### src/rtl/dram_reader.sv
// dram_reader: walks an async-read RAM from base with a wrapping stride and streams words out
`timescale 1ns/1ps
module dram_reader #(
    parameter int RAM_WIDTH      = 32,
    parameter int RAM_DEPTH      = 4096,
    parameter int RAM_ADDR_WIDTH = 12
) (
    input  logic                      clk,
    input  logic                      rstn,
    input  logic                      start,
    input  logic [RAM_ADDR_WIDTH-1:0] base,
    input  logic [RAM_ADDR_WIDTH-1:0] stride,
    input  logic [RAM_ADDR_WIDTH:0]   len,
    output logic [RAM_ADDR_WIDTH-1:0] raddr,
    input  logic [RAM_WIDTH-1:0]      rdata,
    output logic [RAM_WIDTH-1:0]      m_data,
    output logic                      m_valid,
    input  logic                      m_ready,
    output logic                      m_last,
    output logic                      busy,
    output logic                      done
);
    localparam int AW = RAM_ADDR_WIDTH;
    localparam logic [AW:0] DEPTH = (AW+1)'(RAM_DEPTH);

    typedef enum logic [1:0] {IDLE, RUN, DRAIN} state_t;

    state_t        state, state_nx;
    logic [AW-1:0] ptr, stride_r;
    logic [AW:0]   remaining, sum, nxt;
    logic          accept, fetch, finish;

    // state register
    always_ff @(posedge clk or negedge rstn) begin
        if (!rstn) state <= IDLE;
        else       state <= state_nx;
    end

    // next-state: empty commands never leave IDLE; DRAIN waits for the last handshake
    always_comb begin
        state_nx = state == IDLE  ? ((accept && len != '0) ? RUN : IDLE) :
                   state == RUN   ? ((fetch && remaining == 1) ? DRAIN : RUN) :
                   state == DRAIN ? (finish ? IDLE : DRAIN) : IDLE;
    end

    // control strobes and the wrapped next pointer
    always_comb begin
        accept = state == IDLE && start;
        fetch  = state == RUN && (!m_valid || m_ready) && remaining != '0;
        finish = state == DRAIN && m_ready;
        busy   = state != IDLE;
        raddr  = ptr;
        sum    = {1'b0, ptr} + {1'b0, stride_r};
        nxt    = sum >= DEPTH ? sum - DEPTH : sum;
    end

    // datapath: command latch, fetch into the output register, hold while stalled
    always_ff @(posedge clk or negedge rstn) begin
        if (!rstn) begin
            ptr       <= '0;
            stride_r  <= '0;
            remaining <= '0;
            m_data    <= '0;
            m_valid   <= 1'b0;
            m_last    <= 1'b0;
            done      <= 1'b0;
        end else begin
            done <= (accept && len == '0) || finish;
            if (accept) begin
                ptr       <= base;
                stride_r  <= stride;
                remaining <= len;
            end
            if (fetch) begin
                m_data    <= rdata;
                m_valid   <= 1'b1;
                m_last    <= remaining == 1;
                remaining <= remaining - 1'b1;
                ptr       <= nxt[AW-1:0];
            end
            if (finish) begin
                m_valid <= 1'b0;
                m_last  <= 1'b0;
            end
        end
    end
endmodule

### config.mk
export PLATFORM = sky130hd
export DESIGN_NAME = dram_reader
export DESIGN_NICKNAME = d
export VERILOG_FILES = /design/src/rtl/dram_reader.sv
export SDC_FILE = /design/constraint.sdc
export NUM_CORES = 1
export LEC_CHECK = 0
export BUFFER_PORTS_ARGS = -buffer_cell sky130_fd_sc_hd__buf_2
export CORE_ASPECT_RATIO = 0.7
export CORE_MARGIN = 4
export CORE_UTILIZATION = 40
export CTS_CLUSTER_DIAMETER = 150
export DETAILED_ROUTE_END_ITERATION = 6
export PLACE_DENSITY = 0.68
export SYNTH_ARGS = -nofsm -noshare
export SYNTH_HDL_FRONTEND = slang
export SYNTH_SLANG_ARGS = --single-unit
### constraint.sdc
create_clock -name clk -period 2.15 [get_ports clk]
set_input_delay 0.1075 -clock clk [delete_from_list [all_inputs] [get_ports clk]]
set_output_delay 0.1075 -clock clk [all_outputs]
set_load 0.01 [all_outputs]
; Yosys cells after proc, flatten, opt, wreduce, memory -nomap -nowiden
; Cells that the tools add are included.
[classes]
addsub = 3
n_lt_le_gt_ge = 1
eq_ne = 3
muxes = 15
reduce_logical = 17
[op_table]
columns = op, count
row1 = 12-bit 2-to-1 mux, 3
row2 = 13-bit 2-to-1 mux, 2
row3 = 13-bit nonzero test, 2
row4 = 12-bit by 12-bit adder with 13-bit output, 1
row5 = "13-bit by 1-bit equality test with 1-bit output, second input constant", 1
row6 = "13-bit greater-or-equal comparator, second input constant", 1
row7 = 13-bit logical NOT, 1
row8 = "13-bit by 1-bit subtractor with 13-bit output, second input constant", 1
row9 = "12-bit by 1-bit subtractor with 12-bit output, second input constant", 1
row10 = 2-bit 2-to-1 mux, 5
row11 = 1-bit logical AND, 7
row12 = 2-bit nonzero test, 3
row13 = 1-bit 2-to-1 mux, 5
row14 = "2-bit by 1-bit equality test with 1-bit output, second input constant", 1
row15 = "2-bit equality test, second input constant", 1
row16 = 2-bit logical NOT, 1
row17 = 1-bit logical OR, 2
row18 = 1-bit logical NOT, 1
[totals]
register_bits = 74
out_inout_bits = 48

; Longest topological paths before layout
; Gate-level depths: netlist (run 1).
[logic_depth]
word_depth = 8
mapped_depth = 10
depth_no_buf = 9

; Worst setup path before layout (run 1)
; OpenSTA, ideal clock, no wires.
[synth_timing]
kind = register to register
startpoint = reg ptr[0], in the netlist raddr[0]
endpoint = reg ptr[10], in the netlist raddr[10]
setup_time_ns = 0.120
t_arrival_ns = 1.974
t_required_ns = 2.030
slack_ns = 0.056
path_stages_with_launch = 10
path_buffers = 0
cell_sequence = dfrtp_1 -> ha_1 -> inv_1 -> fa_1 -> nor2b_1 -> o2111ai_1 -> nand3_1 -> o41ai_1 -> or3_1 -> and3_1
[synth_via]
elab_chain_len = 4
[synth_lines]
columns = element, line_no
row1 = from (decl), 29  ; logic [AW-1:0] ptr, stride_r;
row2 = from (signal assigned), 70  ; ptr <= base;
row3 = from (signal assigned), 79  ; ptr <= nxt[AW-1:0];
row4 = 12-bit by 12-bit adder with 13-bit output *, 53  ; sum = {1'b0, ptr} + {1'b0, stride_r};
row5 = 12-bit by 1-bit subtractor with 12-bit output / 13-bit greater-or-equal comparator (equally long branches), 54  ; nxt = sum >= DEPTH ? sum - DEPTH : sum;
row6 = 12-bit 2-to-1 mux *, 54
row7 = 12-bit 2-to-1 mux *, 74  ; if (fetch) begin
; Every way passes the cells marked *; elsewhere a longest branch is shown, timed or not.
; A chain may end at the register's enable or synchronous reset.

; Worst setup path in the final report (run 1)
[layout_timing]
startpoint = reg stride_r[0]
endpoint = reg ptr[10], in the netlist raddr[10]
[layout_via]
elab_chain_len = 4
[layout_lines]
columns = element, line_no
row1 = from (decl), 29
row2 = from (signal assigned), 71  ; stride_r <= stride;
row3 = 12-bit by 12-bit adder with 13-bit output *, 53
row4 = 12-bit by 1-bit subtractor with 12-bit output / 13-bit greater-or-equal comparator (equally long branches), 54
row5 = 12-bit 2-to-1 mux *, 54
row6 = 12-bit 2-to-1 mux *, 74
; Marks and branches as above.

==> results.md, run 1 <==
- Width of the chip: 123 µm
- Synth Flop Type: dfrtp_1
- Placed wire-length estimate: 7.33 mm
- Initial antenna violation count: 0
- Reg clk slew, reported paths: 60 ps
- Leak Pwr: 2.75 nW
- Peak VDD IR: just under 0.0009 V
- Crit path launch: stride_r[0]
- Via count: 3,673
- Cell variety after synth: 48
- CP arrival: 2340 ps
- Cell Area, Synth: 3730 µm²
- Num Clock Sinks: 74
- CTS buffer count: 9
- CTS Buffer Depth: 2
- Vias per inst: 5.01
- Syn Nets: 514
- Gr ovfl total: 0
- Setup ws final: between 30 and 40 ps
- ANT nets after route: 0
- Starting Density: about 41%
- Worst-margin pin slew: 969 ps
- Fraction of layout cells with a size suffix above 1: 27.6%
- R2R Setup Slk: between 30 and 40 ps
- TritonCTS clock tree: yes
- Register area: 1850 µm²
- Dpl ws: -43.5 ps
- Port-buffer cells: 120
- Critical Path RT: 2380 ps
- Unrepaired setup endpoints after global routing: yes
- Period minus WS final: 2120 ps
- Sum Neg Setup Slack: 0 ps
- Commonest cells after routing, fill and taps aside: nand2_1, buf_2, dfrtp_1, dlygate4sd3_1, nor2_1
- Final Cell Area: 5410 µm²
- Fin crit share: 98.4%
- Filler cells: 815
- Final core occ: 59.6%
- P&R area growth vs syn: 45.1%
- Total wire length: 10.6 mm
- Status: finished clean
- Tot GR Track Use: 19.8%
- FFs w/ async S/R, synth: 100%
- Final hold vios: 0
- Max Clock Freq: about 470 MHz
- Crit Reg-Reg Startpoint: stride_r[0]
- Most common cell after layout, fill and taps aside: nand2_1
- Die ar.: approximately 11,000 µm²
- Critical path class: flip-flop to flip-flop
- Ant. Diodes: 0
- Core area: 9070 µm²
- # setup viols final: 0
- Worst Hold Class: input pin to flip-flop
- Yosys warnings: 0
- Vias in the first global route: 3,586
- Hold path startpoint: m_ready
- Largest net degree at the start of global routing: 75
- Post-synth EDFFs: 0
- Synth Register Bits: 74
- First-pass GRT wire length: 17.1 mm
- Max Cap Viol: 0
- Max FO, Critical Path: 3
- Nets: 692
- Synth Instances: between 400 and 500
- # DRC: 0
- 1st-pass router iterations: 4
- Placer Congestion: 0.798
- Register area share after synthesis: around 50%
- Final Max Slew Viols: 0
- PD cells: between 1000 and 1500 nW/µm²
- Worst Skew: 8.30 ps
- Drt wl/cell: 14.5 µm
- DIE HEIGHT: 88.8 µm
- Avg Cell Area, Syn: 8.75 µm²
- Later-pin clock latency in the skew report: 340 ps
- DR iter-0 viols: between 200 and 300
- CP startpoint kind: flip-flop
- Setup crit end kind: flip-flop
- Slew margin rel.: 35.4%
- # H-tree levels: 3
- I/O Pins: 121
- Row count: 29
- Placement Cell Area: 4480 µm²
- Area of the multi-input gates: 1800 µm²
- Clk root buf: clkbuf_16
[synthesized netlist by cell type (2+ instances only)]
library cell | count | area share (%)
ha_1 | 14 | 4.7
o211ai_1 | 6 | 1.2
a311oi_1 | 2 | 0.47
a211oi_1 | 4 | 0.81
nor4_1 | 4 | 0.67
a21oi_1 | 11 | 1.5
a22oi_1 | 4 | 0.81
or3_1 | 3 | 0.50
dfrtp_1 | 74 | 50
nand3_1 | 11 | 1.5
clkbuf_1 | 6 | 0.60
a221o_1 | 2 | 0.54
and3_1 | 6 | 1.0
o21ai_0 | 15 | 2.0
xnor2_1 | 3 | 0.71
nand4_1 | 3 | 0.50
nor2_1 | 23 | 2.3
buf_6 | 4 | 1.2
a21oi_2 | 2 | 0.47
buf_2 | 7 | 0.94
a21o_1 | 4 | 0.81
inv_1 | 10 | 1.0
nor2b_1 | 3 | 0.50
and2_1 | 3 | 0.50
nand2_1 | 166 | 17
xor2_1 | 4 | 0.94
nor3_1 | 7 | 0.94
o311ai_0 | 2 | 0.47
a31oi_1 | 3 | 0.50
o221ai_1 | 2 | 0.47
[logic make-up after synthesis]
family / share of synthesized area, %
mux: 0.269
fa+ha+maj: 5.24
compound gates: 12.9
buf+inv: 3.86
flops: 49.7
simple gates: 26.4
xor+xnor: 1.64
[area by class of cell]
cell class,instances,area share [%]
Clock buffer,9,4.16
Clock inverter,7,2.29
Inverter,11,0.764
Multi-Input combinational cell,325,33.2
Sequential cell,74,34.2
Tap cell,124,2.87
Timing Repair Buffer,183,22.4
[routing by layer]
| layer | track usage [%] | up-vias | wire, µm |
|---|---|---|---|
| met1 | 27.6 | 1715 | 4860 |
| met5 | 0 | - | 0 |
| met2 | 30.9 | 134 | 4880 |
| met3 | 5.30 | 16 | 744 |
| met4 | 4.72 | 0 | 144 |
| li1 | - | 1808 | - |
[state kept, by name, summed over array words and instances (netlist names)]
name and flops:
remaining 13, m_data 32, m_valid 1, done 1, stride_r 12, raddr 12
state 2, m_last 1
[worst max-delay path, stage by stage, from the launching register on]
cell	delay (ps)
dfrtp_1	390
ha_4	160
inv_1	50
fa_2	340
nor2b_2	150
o2111ai_1	150
nand3_2	150
o41ai_4	80
or3_1	370
and3_1	160
[timing repair]
action,in CTS,in global routing
setup endpoints to repair,2,17
gates cloned,0,1
hold buffers,48,0
endpoints found under the hold margin,121,0
buffers inserted,0,2
pin swaps,0,2
gates resized for setup,1,12
[worst paths after layout]
path                               end  cells after the start
max                          raddr[10]                      9
min                           state[1]                      2
min in group asynchronous  stride_r[0]                      2
max in group asynchronous   m_data[22]                      2
min reg2reg                 m_data[31]                      2
max reg2reg                  raddr[10]                      9
[power by group]
part	internal [mW]	switching, mW	leakage [nW]
clock network	1.15	0.615	0.167
registers	1.84	0.366	0.889
logic	1.21	1.51	1.69
[stage by stage]
stage / hold WS (ps) / power [mW] / cells
2_1_floorplan: -188 / 3.87 / 426
3_3_place_gp: 296 / 4.60 / 666
3_5_place_dp: 300 / 4.69 / 666
4_1_cts: 0.591 / 6.58 / 730
5_1_grt: 8.91 / 7.21 / 733
6_report: 7.45 / 6.69 / 733
No activity file was read; power rests on OpenSTA's default activity.
==> run 2, diff against run 1 <==
--- a/config.mk
+++ b/config.mk
@@ -12,6 +12,7 @@
 export CTS_CLUSTER_DIAMETER = 150
 export DETAILED_ROUTE_END_ITERATION = 6
 export PLACE_DENSITY = 0.68
+export SETUP_SLACK_MARGIN = 0.3
 export SYNTH_ARGS = -nofsm -noshare
 export SYNTH_HDL_FRONTEND = slang
 export SYNTH_SLANG_ARGS = --single-unit
==> results.md, run 2 (same netlist as run 1, synthesis figures left out) <==
- Largest register FFs: 32 (unchanged)
- Tot GR Track Use: 20.7% (was 19.8%)
- Critical Path End: raddr[10] (unchanged)
- Crit Reg-Reg Startpoint: raddr[0] (was stride_r[0])
- DR iter-0 viols: 215 (was 259)
- PD cells: 1220 nW/µm² (was 1240 nW/µm²)
- Placed wire-length estimate: 7.49 mm (was 7.33 mm)
- Max Clock Freq: 512 MHz (was 473 MHz)
- Vias in the first global route: 3,721 (was 3,586)
- Starting Density: 41.1% (unchanged)
- Commonest cells after routing, fill and taps aside: nand2_1, buf_2, dfrtp_1, dlygate4sd3_1, buf_4 (was nand2_1, buf_2, dfrtp_1, dlygate4sd3_1, nor2_1)
- R2r endpoint: raddr[10] (unchanged)
- Top reg by flops: m_data (unchanged)
- Crit path launch: raddr[0] (was stride_r[0])
- # H-tree levels: 3 (unchanged)
- CP startpoint kind: flip-flop (unchanged)
- Die ar.: 11,000 µm² (unchanged)
- Peak VDD IR: 0.000772 V (was 0.000875 V)
- R2R Setup Slk: 200 ps (was 30 ps)
- Period minus WS final: 1950 ps (was 2120 ps)
- Number of cells on the worst reg-to-reg path: 9 (unchanged)
- Status: finished clean (unchanged)
- # setup viols final: 0 (unchanged)
- Later-pin clock latency in the skew report: 330 ps (was 340 ps)
- Worst path bufs/invs: 1 (unchanged)
- Most common cell after layout, fill and taps aside: nand2_1 (unchanged)
- Nets: 716 (was 692)
- Max FO, Critical Path: 3 (unchanged)
- Gr ovfl total: 0 (unchanged)
- CTS buffer count: 9 (unchanged)
- Clk root buf: clkbuf_16 (unchanged)
- Port-buffer cells: 120 (unchanged)
- Critical Path RT: 2370 ps (was 2380 ps)
- Worst Skew: 10.9 ps (was 8.30 ps)
- Slowest stage cell, crit path: dfrtp_1 (unchanged)
- Num Clock Sinks: 74 (unchanged)
- Worst hold slack: 18.5 ps (was 7.45 ps)
- Max Cap Viol: 0 (unchanged)
- P&R area growth vs syn: 54.2% (was 45.1%)
- Fin crit share: 90.8% (was 98.4%)
- Core area: 9070 µm² (unchanged)
- Worst-margin pin slew: 581 ps (was 969 ps)
- 1st-pass router iterations: 4 (unchanged)
- Width of the chip: 123 µm (unchanged)
- Setup crit end kind: flip-flop (unchanged)
- Final Max Slew Viols: 0 (unchanged)
- Top delay family on crit path: simple AND/OR/NAND/NOR gates (unchanged)
- Fraction of layout cells with a size suffix above 1: 33.9% (was 27.6%)
- Slew margin rel.: 61.2% (was 35.4%)
- DIE HEIGHT: 88.8 µm (unchanged)
- Initial antenna violation count: 0 (unchanged)
- # DRC: 0 (unchanged)
- Critical path class: flip-flop to flip-flop (unchanged)
- Leak Pwr: 2.86 nW (was 2.75 nW)
- Largest net degree at the start of global routing: 44 (was 75)
- CTS Buffer Depth: 2 (unchanged)
- Total wire length: 11.5 mm (was 10.6 mm)
- Placer Congestion: 0.817 (was 0.798)
- Reg clk slew, reported paths: 60 ps (about the same)
- CP arrival: 2170 ps (was 2340 ps)
- CP Depth: 9 (unchanged)
- Vias per inst: 4.96 (was 5.01)
- Post-route total power: 7.01 mW (was 6.69 mW)
- ANT nets after route: 0 (unchanged)
- Ant. Diodes: 0 (unchanged)
- CP peak stage delay: 390 ps (about the same)
- Via count: 3,746 (was 3,673)
- First-pass GRT wire length: 17.7 mm (was 17.1 mm)
- Final Cell Area: 5750 µm² (was 5410 µm²)
- Drt wl/cell: 15.2 µm (was 14.5 µm)
- Placement Cell Area: 4540 µm² (was 4480 µm²)
- Top Registers: m_data (32), remaining (13) (unchanged)
- Row count: 29 (unchanged)
- Worst-path cell chain: ha_4 > inv_2 > fa_2 > nor2b_4 > o2111ai_2 > nand3_2 > o41ai_4 > or3_1 > and3_1 (was ha_4 > inv_1 > fa_2 > nor2b_2 > o2111ai_1 > nand3_2 > o41ai_4 > or3_1 > and3_1)
- Worst Hold Class: input pin to flip-flop (unchanged)
- I/O Pins: 121 (unchanged)
- TritonCTS clock tree: yes (unchanged)
- Sum Neg Setup Slack: 0 ps (unchanged)
- Final hold vios: 0 (unchanged)
- Unrepaired setup endpoints after global routing: yes (unchanged)
-- run 2: tightest hold or removal path, delay by kind of cell --
kind / cells / cell delay (ps)
and+or+nand+nor: 1 / 60
buffers and inverters: 1 / 80
AOI/OAI and AO/OA: 1 / 70
-- run 2: metal layers --
layer	vias up	wire, µm	global-route usage [%]
met4	0	51	4.62
met3	5	574	5.94
met2	112	5590	33.5
met5	-	0	0
met1	1785	5300	27.8
li1	1844	-	-
-- run 2: metrics by stage --
step | setup slack, ps | util (%) | instances
final | 198 | 63.4 | 756
after global routing | 132 | 63.4 | 756
after CTS | 208 | 60.6 | 741
after detailed placement | 37.5 | 50.0 | 668
after global placement | 124 | 50.0 | 668
after floorplan | 137 | - | 426
-- run 2: area by class of cell --
class                      count  area (µm²)
inverter                      11        41.3
clock inverter                 2        12.5
fill                         767        3320
tap                          124         155
multi-input combinational    325        2010
sequential                    74        1850
timing repair buffer         207        1420
clock buffer                  13         260
-- run 2: report_power, final --
group          switching, mW  internal, mW
sequential             0.432          1.84
combinational           1.75          1.59
clock                  0.568         0.837
total                   2.75          4.26
-- run 2: what timing repair did --
item                                   4_1_cts  5_1_grt
buffers inserted                             7       15
gates cloned                                 1        0
setup endpoints to repair                   32       28
endpoints found under the hold margin       90        0
hold buffers                                50        0
pin swaps                                   14       21
gates resized for setup                     25       30
-- run 2: worst min path at each step --
stage                   endpoint    start  depth (start not counted)  slack, ps
floorplan                   done     rstn                          0       -190
global placement    remaining[6]     rstn                          1        140
detailed placement  remaining[5]     rstn                          1        150
CTS                     raddr[0]  base[0]                          3          7
global route        remaining[1]   len[1]                          3         10
finish                  raddr[0]  base[0]                          3         20
==> run 3, diff against run 2 <==
--- a/config.mk
+++ b/config.mk
@@ -8,10 +8,11 @@
 export BUFFER_PORTS_ARGS = -buffer_cell sky130_fd_sc_hd__buf_2
 export CORE_ASPECT_RATIO = 0.7
 export CORE_MARGIN = 4
-export CORE_UTILIZATION = 40
+export CORE_UTILIZATION = 46
 export CTS_CLUSTER_DIAMETER = 150
 export DETAILED_ROUTE_END_ITERATION = 6
-export PLACE_DENSITY = 0.68
+export PLACE_DENSITY = 0.76
+export REMOVE_ABC_BUFFERS = 1
 export SETUP_SLACK_MARGIN = 0.3
 export SYNTH_ARGS = -nofsm -noshare
 export SYNTH_HDL_FRONTEND = slang
==> results.md, run 3 (same netlist as run 1, synthesis figures left out) <==
- Status: complete, but fails checks (was finished clean)
- Failing checks: negative hold slack
- Most common cell after layout, fill and taps aside: nand2_1 (unchanged)
- Worst hold stages: 3 (unchanged)
- Max Clock Freq: 495 MHz (was 512 MHz)
- Total wire length: 11.7 mm (was 11.5 mm)
- Width of the chip: 116 µm (was 123 µm)
- Starting Density: 47.4% (was 41.1%)
- Placement Cell Area: 4490 µm² (was 4540 µm²)
- Worst Skew: 5.55 ps (was 10.9 ps)
- Critical Path RT: 2370 ps (about the same)
- Clk root buf: clkbuf_16 (unchanged)
- CP peak stage delay: 360 ps (was 390 ps)
- First-pass GRT wire length: 18.0 mm (was 17.7 mm)
- Worst Hold Class: input pin to flip-flop (unchanged)
- TritonCTS clock tree: yes (unchanged)
- Worst-path cell chain: ha_2 > inv_2 > fa_2 > nor2b_4 > o2111ai_2 > nand3_2 > o41ai_4 > or3_1 > and3_1 (was ha_4 > inv_2 > fa_2 > nor2b_4 > o2111ai_2 > nand3_2 > o41ai_4 > or3_1 > and3_1)
- Leak Pwr: 2.98 nW (was 2.86 nW)
- Peak VDD IR: 0.000696 V (was 0.000772 V)
- Via count: 3,910 (was 3,746)
- ANT nets after route: 0 (unchanged)
- Port-buffer cells: 120 (unchanged)
- Fin crit share: 94.0% (was 90.8%)
- Placer Congestion: 0.872 (was 0.817)
- Crit path launch: raddr[0] (unchanged)
- CTS buffer count: 9 (unchanged)
- Slew margin rel.: 38.0% (was 61.2%)
- Initial antenna violation count: 0 (unchanged)
- Reg clk slew, reported paths: 60 ps (about the same)
- Crit Reg-Reg Startpoint: raddr[0] (unchanged)
- Row count: 27 (was 29)
- Filler cells: 555 (was 767)
- Slowest stage cell, crit path: fa_2 (was dfrtp_1)
- Commonest cells after routing, fill and taps aside: nand2_1, buf_2, dfrtp_1, dlygate4sd3_1, buf_4 (unchanged)
- CTS Buffer Depth: 2 (unchanged)
- Top Registers: m_data (32), remaining (13) (unchanged)
- Critical path class: flip-flop to flip-flop (unchanged)
- Worst-margin pin slew: 930 ps (was 581 ps)
- Worst path bufs/invs: 1 (unchanged)
- CP Depth: 9 (unchanged)
- 1st-pass router iterations: 5 (was 4)
- CP arrival: 2240 ps (was 2170 ps)
- Placed wire-length estimate: 7.26 mm (was 7.49 mm)
- Top reg by flops: m_data (unchanged)
- Die ar.: 9630 µm² (was 11,000 µm²)
- Max Cap Viol: 0 (unchanged)
- Vias in the first global route: 3,855 (was 3,721)
- P&R area growth vs syn: 58.3% (was 54.2%)
- DR iter-0 viols: 279 (was 215)
- Unrepaired setup endpoints after global routing: yes (unchanged)
- Final cell count without fillers: 751 (was 756)
- Cells after DPL: 648 (was 668)
- Hold path startpoint: len[7] (was base[0])
- Later-pin clock latency in the skew report: 340 ps (was 330 ps)
- Final hold vios: 1 (was 0)
- Worst hold slack: -4.98 ps (was 18.5 ps)
- Final Cell Area: 5900 µm² (was 5750 µm²)
- PD cells: 1250 nW/µm² (was 1220 nW/µm²)
- Fraction of layout cells with a size suffix above 1: 36.3% (was 33.9%)
- Number of cells on the worst reg-to-reg path: 9 (unchanged)
- Gr ovfl total: 0 (unchanged)
- Nets: 733 (was 716)
- Sum Neg Setup Slack: 0 ps (unchanged)
- Core area: 7870 µm² (was 9070 µm²)
- Drt wl/cell: 15.6 µm (was 15.2 µm)
- # setup viols final: 0 (unchanged)
- DIE HEIGHT: 83.3 µm (was 88.8 µm)
- Period minus WS final: 2020 ps (was 1950 ps)
- Largest register FFs: 32 (unchanged)
- CP startpoint kind: flip-flop (unchanged)
- Setup crit end kind: flip-flop (unchanged)
- Final Max Slew Viols: 0 (unchanged)
- # DRC: 0 (unchanged)
- Tot GR Track Use: 23.2% (was 20.7%)
- Max FO, Critical Path: 3 (unchanged)
- Largest net degree at the start of global routing: 75 (was 44)
- Vias per inst: 5.21 (was 4.96)
- Top delay family on crit path: simple AND/OR/NAND/NOR gates (unchanged)
- Num Clock Sinks: 74 (unchanged)
- # H-tree levels: 3 (unchanged)
- I/O Pins: 121 (unchanged)
- Ant. Diodes: 0 (unchanged)
## run 3: final cells by class
class | instances | area (µm²) | share of cell area [%]
clock buffer | 11 | 243 | 4.11
clock inverter | 5 | 77.6 | 1.31
inverter | 11 | 41.3 | 0.700
multi-input combinational | 326 | 2000 | 33.8
sequential | 74 | 1850 | 31.4
tap | 101 | 126 | 2.14
timing repair buffer | 223 | 1560 | 26.5
## run 3: worst paths after layout
check / slack, ps / end
max: 130 / raddr[10]
min: -5 / remaining[7]
max reg2reg: 130 / raddr[10]
min reg2reg: 470 / m_data[25]
max in group asynchronous: 1030 / remaining[9]
min in group asynchronous: 430 / raddr[7]
## run 3: worst register-to-register path, stage by stage (launching register included)
cell and delay, ps:
dfrtp_1 350, ha_2 190, inv_2 40, fa_2 360, nor2b_4 140, o2111ai_2 150
nand3_2 130, o41ai_4 80, or3_1 320, and3_1 150
## run 3: through the flow
stage,hold slack (ps),util [%],power (mW),setup slack [ps]
after floorplan,-188,-,3.82,-366
after global placement,296,57.1,4.58,73.5
after detailed placement,303,57.1,4.68,-42.8
after CTS,2.04,69.9,6.76,88.0
after global routing,12.8,74.9,7.83,52.5
final,-4.98,74.9,7.36,129
## run 3: metal layers
metal  wire length [µm]  share of wire, %  global-route usage (%)  up-vias
li1                   -                 -                       -     1880
met4                213               1.8                    5.54        0
met2               5730                49                    38.4      135
met3                901               7.7                    7.43       20
met5                  0                 0                       0        -
met1               4880                42                    29.4     1875
## run 3: what timing repair did
item / 4_1_cts / 5_1_grt
pin swaps: 15 / 29
resized for setup: 29 / 39
hold endpoints to repair: 121 / 0
buffers inserted: 9 / 28
cloned: 1 / 1
setup endpoints to repair: 57 / 51
hold buffers: 48 / 0
## run 3: report_power, final
part	total, mW	switching, mW	internal, mW
Sequential	2.26	0.419	1.84
Clock	1.61	0.568	1.04
Combinational	3.49	1.79	1.70
